File: config.mk
export PLATFORM = sky130hd
export DESIGN_NAME = csidh_limb_seq
export DESIGN_NICKNAME = d
export VERILOG_FILES = /design/src/rtl/csidh_seq_pkg.sv /design/src/rtl/csidh_seq_tmo.sv /design/src/rtl/csidh_limb_seq.sv
export SDC_FILE = /design/constraint.sdc
export NUM_CORES = 1
export LEC_CHECK = 0
export ABC_AREA = 0
export CAP_MARGIN = 15
export CORE_AREA = 2 2 160 162
export DETAILED_ROUTE_END_ITERATION = 16
export DIE_AREA = 0 0 162 164
export GPL_TIMING_DRIVEN = 0
export PLACE_DENSITY_LB_ADDON = 0.05
export SLEW_MARGIN = 20
export SYNTH_ARGS = -nofsm -noshare
export SYNTH_HDL_FRONTEND = slang
export SYNTH_SLANG_ARGS = --single-unit
File: constraint.sdc
create_clock -name ise_clk -period 1.9 [get_ports ise_clk]
set_clock_uncertainty 0.2 [all_clocks]
set_input_delay 0.285 -clock ise_clk [delete_from_list [all_inputs] [get_ports ise_clk]]
set_output_delay 0.285 -clock ise_clk [all_outputs]
set_load 0.02 [all_outputs]
File: src/rtl/csidh_seq_pkg.sv
// Shared definitions for the CSIDH-512 limb sequencer.
//   CUSTOM_0      : opcode group of the csidh_ise instructions
//   FUNCT_*       : funct[3:0] encodings of the two multi-limb field ops
//   POS_*         : limb position tag carried in ise_imm[6:4]
//   seq_state_t   : sequencer FSM states
//   limb_pos()    : picks the position tag for a limb
package csidh_seq_pkg;

  localparam logic [1:0] CUSTOM_0     = 2'b00;
  localparam logic [3:0] FUNCT_ANDADD = 4'b0111;
  localparam logic [3:0] FUNCT_SUB    = 4'b0011;

  localparam logic [2:0] POS_FIRST = 3'b001;
  localparam logic [2:0] POS_MID   = 3'b010;
  localparam logic [2:0] POS_LAST  = 3'b100;

  typedef enum logic [2:0] {IDLE, READ, ISSUE, WAIT, DONE, ERR} seq_state_t;

  // The first tag wins so a degenerate single-limb operand still starts a
  // fresh carry chain.
  function automatic logic [2:0] limb_pos(input logic is_first, input logic is_last);
    if (is_first)     return POS_FIRST;
    else if (is_last) return POS_LAST;
    else              return POS_MID;
  endfunction

endpackage

File: src/rtl/csidh_seq_tmo.sv
// Wait-state watchdog for csidh_limb_seq (built only with CSIDH_SEQ_TIMEOUT_EN).
//   clk, rst_n : clock, asynchronous active-low reset
//   clr        : restart the count (issue cycle)
//   inc        : one waiting cycle elapsed without a datapath result
//   expire     : this waiting cycle is the TMO_CYC-th one without a result
`ifdef CSIDH_SEQ_TIMEOUT_EN
module csidh_seq_tmo #(
  parameter int TMO_CYC = 15
) (
  input  logic clk,
  input  logic rst_n,
  input  logic clr,
  input  logic inc,
  output logic expire
);

  localparam int CW = $clog2(TMO_CYC + 1);

  logic [CW-1:0] cnt_q;

  always_ff @(posedge clk or negedge rst_n) begin
    if (!rst_n)   cnt_q <= '0;
    else if (clr) cnt_q <= '0;
    else if (inc) cnt_q <= cnt_q + CW'(1);
  end

  // A result arriving in the critical cycle holds inc low, so it wins.
  assign expire = inc && (cnt_q == CW'(TMO_CYC - 1));

endmodule
`endif

File: src/rtl/csidh_limb_seq.sv
// csidh_limb_seq: walks one multi-limb CSIDH-512 field op (and-add or sub)
// through the csidh_ise datapath, one XLEN-bit limb per step. The datapath
// keeps the carry/borrow chain; this block only orders reads, issues and
// write-backs.
// Ports:
//   ise_clk, ise_rst           : clock, asynchronous active-low reset
//   cmd_valid/cmd_ready/cmd_op : start handshake; cmd_op 0=andadd, 1=sub
//   lmb_re/lmb_raddr           : limb bank read (A and B, data one cycle later)
//   lmb_a/lmb_b                : A/B limbs
//   lmb_we/lmb_waddr/lmb_wdata : result limb write
//   ise_val/ise_fn/ise_imm     : issue strobe, opcode group, {pos, funct}
//   ise_in1/ise_in2            : operands to the datapath
//   ise_oval/ise_out           : datapath result
//   done/err                   : completion pulse, abort pulse (with done)
// Build option: CSIDH_SEQ_TIMEOUT_EN adds a wait watchdog that aborts the
// command after TMO_CYC result-less wait cycles; otherwise err is tied 0.
module csidh_limb_seq
  import csidh_seq_pkg::*;
#(
  parameter int NLIMB   = 8,
  parameter int XLEN    = 64,
  parameter int AW      = 3,
  parameter int TMO_CYC = 15
) (
  input  logic            ise_clk,
  input  logic            ise_rst,
  input  logic            cmd_valid,
  output logic            cmd_ready,
  input  logic            cmd_op,
  output logic            lmb_re,
  output logic [AW-1:0]   lmb_raddr,
  input  logic [XLEN-1:0] lmb_a,
  input  logic [XLEN-1:0] lmb_b,
  output logic            lmb_we,
  output logic [AW-1:0]   lmb_waddr,
  output logic [XLEN-1:0] lmb_wdata,
  output logic            ise_val,
  output logic [5:0]      ise_fn,
  output logic [6:0]      ise_imm,
  output logic [XLEN-1:0] ise_in1,
  output logic [XLEN-1:0] ise_in2,
  input  logic            ise_oval,
  input  logic [XLEN-1:0] ise_out,
  output logic            done,
  output logic            err
);

  if (NLIMB < 2 || TMO_CYC < 1) begin : g_bad_cfg
    $error("csidh_limb_seq: NLIMB must be >= 2 and TMO_CYC >= 1");
  end

  seq_state_t    state_q, state_d;
  logic [AW-1:0] idx_q, idx_d;
  logic          op_q, op_d;
  logic          last_limb;
  logic          tmo_hit;

  assign last_limb = (idx_q == AW'(NLIMB - 1));
  assign ise_fn    = {4'b0000, CUSTOM_0};

`ifdef CSIDH_SEQ_TIMEOUT_EN
  csidh_seq_tmo #(
    .TMO_CYC (TMO_CYC)
  ) u_tmo (
    .clk    (ise_clk),
    .rst_n  (ise_rst),
    .clr    (state_q == ISSUE),
    .inc    ((state_q == WAIT) && !ise_oval),
    .expire (tmo_hit)
  );
`else
  assign tmo_hit = 1'b0;
`endif

  always_ff @(posedge ise_clk or negedge ise_rst) begin
    if (!ise_rst) begin
      state_q <= IDLE;
      idx_q   <= '0;
      op_q    <= 1'b0;
    end else begin
      state_q <= state_d;
      idx_q   <= idx_d;
      op_q    <= op_d;
    end
  end

  always_comb begin
    state_d   = state_q;
    idx_d     = idx_q;
    op_d      = op_q;
    cmd_ready = 1'b0;
    lmb_re    = 1'b0;
    lmb_raddr = '0;
    lmb_we    = 1'b0;
    lmb_waddr = '0;
    lmb_wdata = '0;
    ise_val   = 1'b0;
    ise_imm   = '0;
    ise_in1   = '0;
    ise_in2   = '0;
    done      = 1'b0;
    err       = 1'b0;

    case (state_q)
      IDLE: begin
        cmd_ready = 1'b1;
        if (cmd_valid) begin
          op_d    = cmd_op;
          idx_d   = '0;
          state_d = READ;
        end
      end
      READ: begin
        lmb_re    = 1'b1;
        lmb_raddr = idx_q;
        state_d   = ISSUE;
      end
      ISSUE, WAIT: begin
        if (state_q == ISSUE) begin
          ise_val = 1'b1;
          ise_imm = {limb_pos(idx_q == '0, last_limb), op_q ? FUNCT_SUB : FUNCT_ANDADD};
          ise_in1 = lmb_a;
          ise_in2 = lmb_b;
          state_d = WAIT;
        end
        // A same-cycle result in ISSUE is taken exactly as one in WAIT.
        if (ise_oval) begin
          lmb_we    = 1'b1;
          lmb_waddr = idx_q;
          lmb_wdata = ise_out;
          if (last_limb) begin
            state_d = DONE;
          end else begin
            idx_d   = idx_q + AW'(1);
            state_d = READ;
          end
        end else if (tmo_hit) begin
          state_d = ERR;
        end
      end
      DONE: begin
        done    = 1'b1;
        state_d = IDLE;
      end
      ERR: begin
        done = 1'b1;
`ifdef CSIDH_SEQ_TIMEOUT_EN
        err  = 1'b1;
`endif
        state_d = IDLE;
      end
      default: state_d = IDLE;
    endcase
  end

endmodule

Word-level counts from Yosys, hierarchy flattened
Cells that the tools add are included.

storage, ports and cells
  memory bits (read-only) = 0
  RAM bits = 0
  latch bits = 0
  bits in registers = 7
  memories = 0
  bits of input ports = 197
  word-level logic and storage cells = 52

cells by class
  reductions and logical operators = 8
  magnitude comparators = 0
  mux-type cells = 30
  equality and inequality tests = 10
  divide/modulo/power cells = 0
  bitwise gates (word level) = 0
  shift-type cells = 0
  multipliers = 0
  $add $sub $neg = 1

operators by type and width
  kind                                            number
  2-to-1 mux 64 bit                               6
  2-to-1 mux 3 bit                                13
  2-to-1 mux 7 bit                                2
  == test 3 bit (second input constant)           3
  one-hot mux 3 bit (3 select lines)              1
  2-to-1 mux 1 bit                                7
  == test 3 x 2 -> 1 bit (second input constant)  2
  zero test 3 bit                                 2
  inequality test 2 bit (second input constant)   3
  one-hot mux 3 bit (2 select lines)              1
  AND reduction 2 bit                             2
  AND reduction 4 bit                             1
  OR reduction 2 bit                              2
  adder 3 x 1 -> 3 bit (second input constant)    1
  == test 3 x 1 -> 1 bit (second input constant)  1
  inequality test 3 bit (second input constant)   1
  nonzero test 2 bit                              1

Logic depth before layout (Yosys ltp)
  word-level depth = 5
  depth in mapped cells = 6
  gate-level depth less buffers = 5

Worst setup path after synthesis
No wires, ideal clock.

  path kind = reg2out
  start point = register state_q[2]
  end point = output ise_imm[5]
  required time = 1.415 ns
  slack = 0.050 ns
  stages on the path, launching flop included = 7
  arrival time = 1.365 ns
  cell sequence = dfrtp_1 buf_6 nand3b_4 inv_2 buf_2 nand2_1 a21oi_1

between the ends
  longest elaborated chain between the ends = 3

ends and longest elaborated chain
  item                                                    RTL line                                      source
  from (decl)                                             csidh_limb_seq.sv:52                          seq_state_t state_q, state_d;
  from (signal assigned)                                  csidh_limb_seq.sv:81                          state_q <= state_d;
  == test 3 x 2 -> 1 bit, on equally long branches        csidh_limb_seq.sv:104, csidh_limb_seq.sv:119
  2-to-1 mux 7 bit or OR reduction 2 bit (tied branches)  csidh_limb_seq.sv:119, csidh_limb_seq.sv:104
  2-to-1 mux 7 bit *                                      csidh_limb_seq.sv:104                         case (state_q)
  to (decl)                                               csidh_limb_seq.sv:39                          output logic [6:0] ise_imm,

Every way passes the cells marked *; elsewhere a longest branch is shown, timed or not.

Worst setup path in the final report
  start point = register state_q[2]
  end point = output ise_in1[63]

between the ends
  longest elaborated chain between the ends = 3

ends and longest elaborated chain
  item                                                     RTL line                                      source
  == test 3 x 2 -> 1 bit, on equally long branches         csidh_limb_seq.sv:104, csidh_limb_seq.sv:119
  2-to-1 mux 64 bit or OR reduction 2 bit (tied branches)  csidh_limb_seq.sv:119, csidh_limb_seq.sv:104
  2-to-1 mux 64 bit *                                      csidh_limb_seq.sv:104
  to (decl)                                                csidh_limb_seq.sv:40                          output logic [XLEN-1:0] ise_in1,

Marks and branches as above.

==> flow_summary.toml <==
[status]
outcome = "finished, violations left"
violations = "setup timing"

[timing]
slew_violations = 0
layout_min_cycle_time_ps = 2140
setup_viol = 192
fmax_mhz = 467
finalCritPeriodShare = 1.13
fin_tns_setup_ps = -28800
hold_viol_final = 0
setup_ws_ps = -240
rsz0062_at_grt = "yes"

[clock_network]
clock_path_buffers = 2
clock_latency_ps = 230
clk_pin_slew_ps = 40
htreeDepth = 1
ctsRootBufferMaster = "clkbuf_16"
clock-sinks = 7
cts_buffers = 3
cts_tree = "done"

[finish]
nFillCells = 2699
syn_to_final_growth_pct = 258
regArea_um2 = 179
drive_above_1_share = 0.644
multiInputGateArea_mm2 = 0.00194
finalNonFillerCells = 1065
num-nets-final = 936
num_antenna_cells = 0
final_core_util = 0.314

[critical_path]
path_max_fanout = 7
regToRegEndpoint = "idx_q[0]$_DFFE_PN0P_"
critical_path.startpoint = "state_q[2]$_DFFE_PN0P_"
worstRegToRegCells = 5
critPathLaunchType = "register"
cp.required_ps = 1410
arrival_ps = 1650
end_kind = "primary output"
worst_r2r_startpoint = "idx_q[1]$_DFFE_PN0P_"
r2r_slack_ps = 80
critical_path_class = "register to primary output"

[run]
maxCapViolCount = 0

[logic_synthesis]
netlist.area_leader.share = 0.363
ys_ff_latch = 7
ys_seq_area_frac = 0.0806
synthCells = 271
post_synth.cell_area_avg_um2 = 8.02
syn-cell-area_mm2 = 0.00217
synth_area_leader_cell = "and2_4"
synth_cell_types = 27
synth_area_leaders = "and2_4 (36%), and2_1 (31%), dfrtp_1 (8.1%)"
yosysWarnings = 0

[pwr]
p_leak_uw = 0.00372
power.density_mw_per_mm2 = 1080
ir_worst_vdd_mv = 0.435

[placement]
place.gp.congestion = 0.802
place_hpwl_mm = 12.9
dp_cells = 1013
portBuffers = 405
pre_cts_ws_ps = -865

[routing]
drc = 0
vias_per_cell = 3.32
via_count = 3539
drtIter0Drc = 50
ant_nets = 0
first_pass_iters = 4
drt-total-wl_mm = 15.6
avgRoutedWirePerCell_um = 14.7

[global_routing]
first_global_vias = 3308
grt_pass1_wl_mm = 20.1
track_usage = 0.0966
grt_max_degree = 13
gr-total-overflow = 0
antenna_found_initial = 0

[floorplan]
die_x_um = 162
die_h_um = 164
initial_core_util = 0.0875
num_rows = 58
core_mm2 = 0.0248
die_area_mm2 = 0.0266
io_pins = 414

[worst_hold_path]
hold_class = "primary input to asynchronous set/reset pin"
==> cell families after synthesis <==
group / after synthesis / share of synthesized area
AOI/OAI and AO/OA: 6 / 0.0202
muxes: 2 / 0.0104
DFF: 7 / 0.0806
other: 1 / 0.00173
adders and majority gates: 3 / 0.0173
and+or+nand+nor: 214 / 0.734
buffers and inverters: 38 / 0.136
==> report_power, final <==
group	switching (uW)	internal, uW	total, uW	leakage, uW
Sequential	71.0	218	289	0.0000822
Clock	78.3	279	357	0.0000382
Combinational	3260	4500	7760	0.00360
==> registers in the layout, summed over array words and instances, names as in the netlist <==
| register | cells |
|---|---|
| op_q | 1 |
| state_q | 3 |
| idx_q | 3 |
==> metal layers <==
| metal | share of wire | global-route usage | vias up |
|---|---|---|---|
| met5 | 0 | 0 | - |
| li1 | - | - | 1731 |
| met3 | 0.083 | 0.0260 | 6 |
| met2 | 0.59 | 0.208 | 189 |
| met1 | 0.32 | 0.0935 | 1613 |
| met4 | 0.0061 | 0.00603 | 0 |
==> critical path, stage by stage (launching register included) <==
cell,delay (ps)
dfrtp_1,330
buf_6,120
nand3b_4,170
clkinv_8,80
buf_4,140
buf_8,120
buf_4,130
buf_6,100
and2_4,120
buf_6,120
==> cell usage in the layout (no fill, tap or decap), types with 2 or more instances in the layout <==
cell             instances
clkbuf_16               13
mux2_2                   2
buf_4                   82
conb_1                   8
and2_4                 166
buf_2                    2
dfrtp_1                  4
a22o_1                   2
ha_2                     2
clkdlybuf4s50_1        195
buf_12                   7
inv_1                    2
dlymetal6s2s_1           3
nor2_1                   4
buf_6                  166
and3_1                   3
buf_8                   16
nor3_1                   2
clkbuf_2                 5
dfrtp_2                  3
and2_1                  30
==> stage by stage <==
stage	total power (uW)	cell area [um^2]	hold WS, ps
4_1_cts	6440	6520	132
6_report	8410	7790	121
3_5_place_dp	6350	6670	313
3_3_place_gp	6340	6670	299
5_1_grt	8910	7790	135
2_1_floorplan	3520	2200	-211
==> worst max-delay path by stage <==
stage / slack [ps] / cells past startpoint / endpoint
final: -240 / 9 / ise_in1[63]
after global routing: -310 / 9 / ise_in1[63]
after CTS: -320 / 7 / ise_in2[58]
after detailed placement: -870 / 6 / lmb_wdata[29]
after global placement: -850 / 6 / lmb_wdata[32]
after floorplan: 50 / 6 / ise_imm[5]
==> Yosys cell counts <==
library cell / n
nor4b_4: 1
inv_2: 2
a22o_1: 2
nand2_1: 1
and4bb_4: 1
buf_6: 15
conb_1: 1
inv_1: 2
mux2_2: 2
ha_1: 3
dfrtp_1: 7
buf_2: 2
clkbuf_1: 7
and2b_1: 1
nor2_1: 4
buf_4: 10
nor2_2: 1
nand3b_4: 1
and3b_1: 1
a311oi_1: 1
a211oi_1: 1
and3_1: 4
nand2b_1: 1
and2_4: 90
nor3_1: 2
a21oi_1: 2
and2_1: 106
==> layout make-up <==
type | instances | share of cell area
timing repair buffer | 454 | 0.609
sequential | 7 | 0.0230
buffer | 33 | 0.0521
tap | 330 | 0.0530
multi-input combinational | 233 | 0.249
clock buffer | 4 | 0.0101
inverter | 4 | 0.00354
==> what timing repair did <==
action / 4_1_cts / 5_1_grt
gates resized for setup: 797 / 550
setup buffers: 7 / 28
cloned: 2 / 13
pin swaps: 4 / 79
endpoints found under the setup margin: 210 / 212
hold buffers: 0 / 0
No activity file was read; power rests on OpenSTA's default activity.
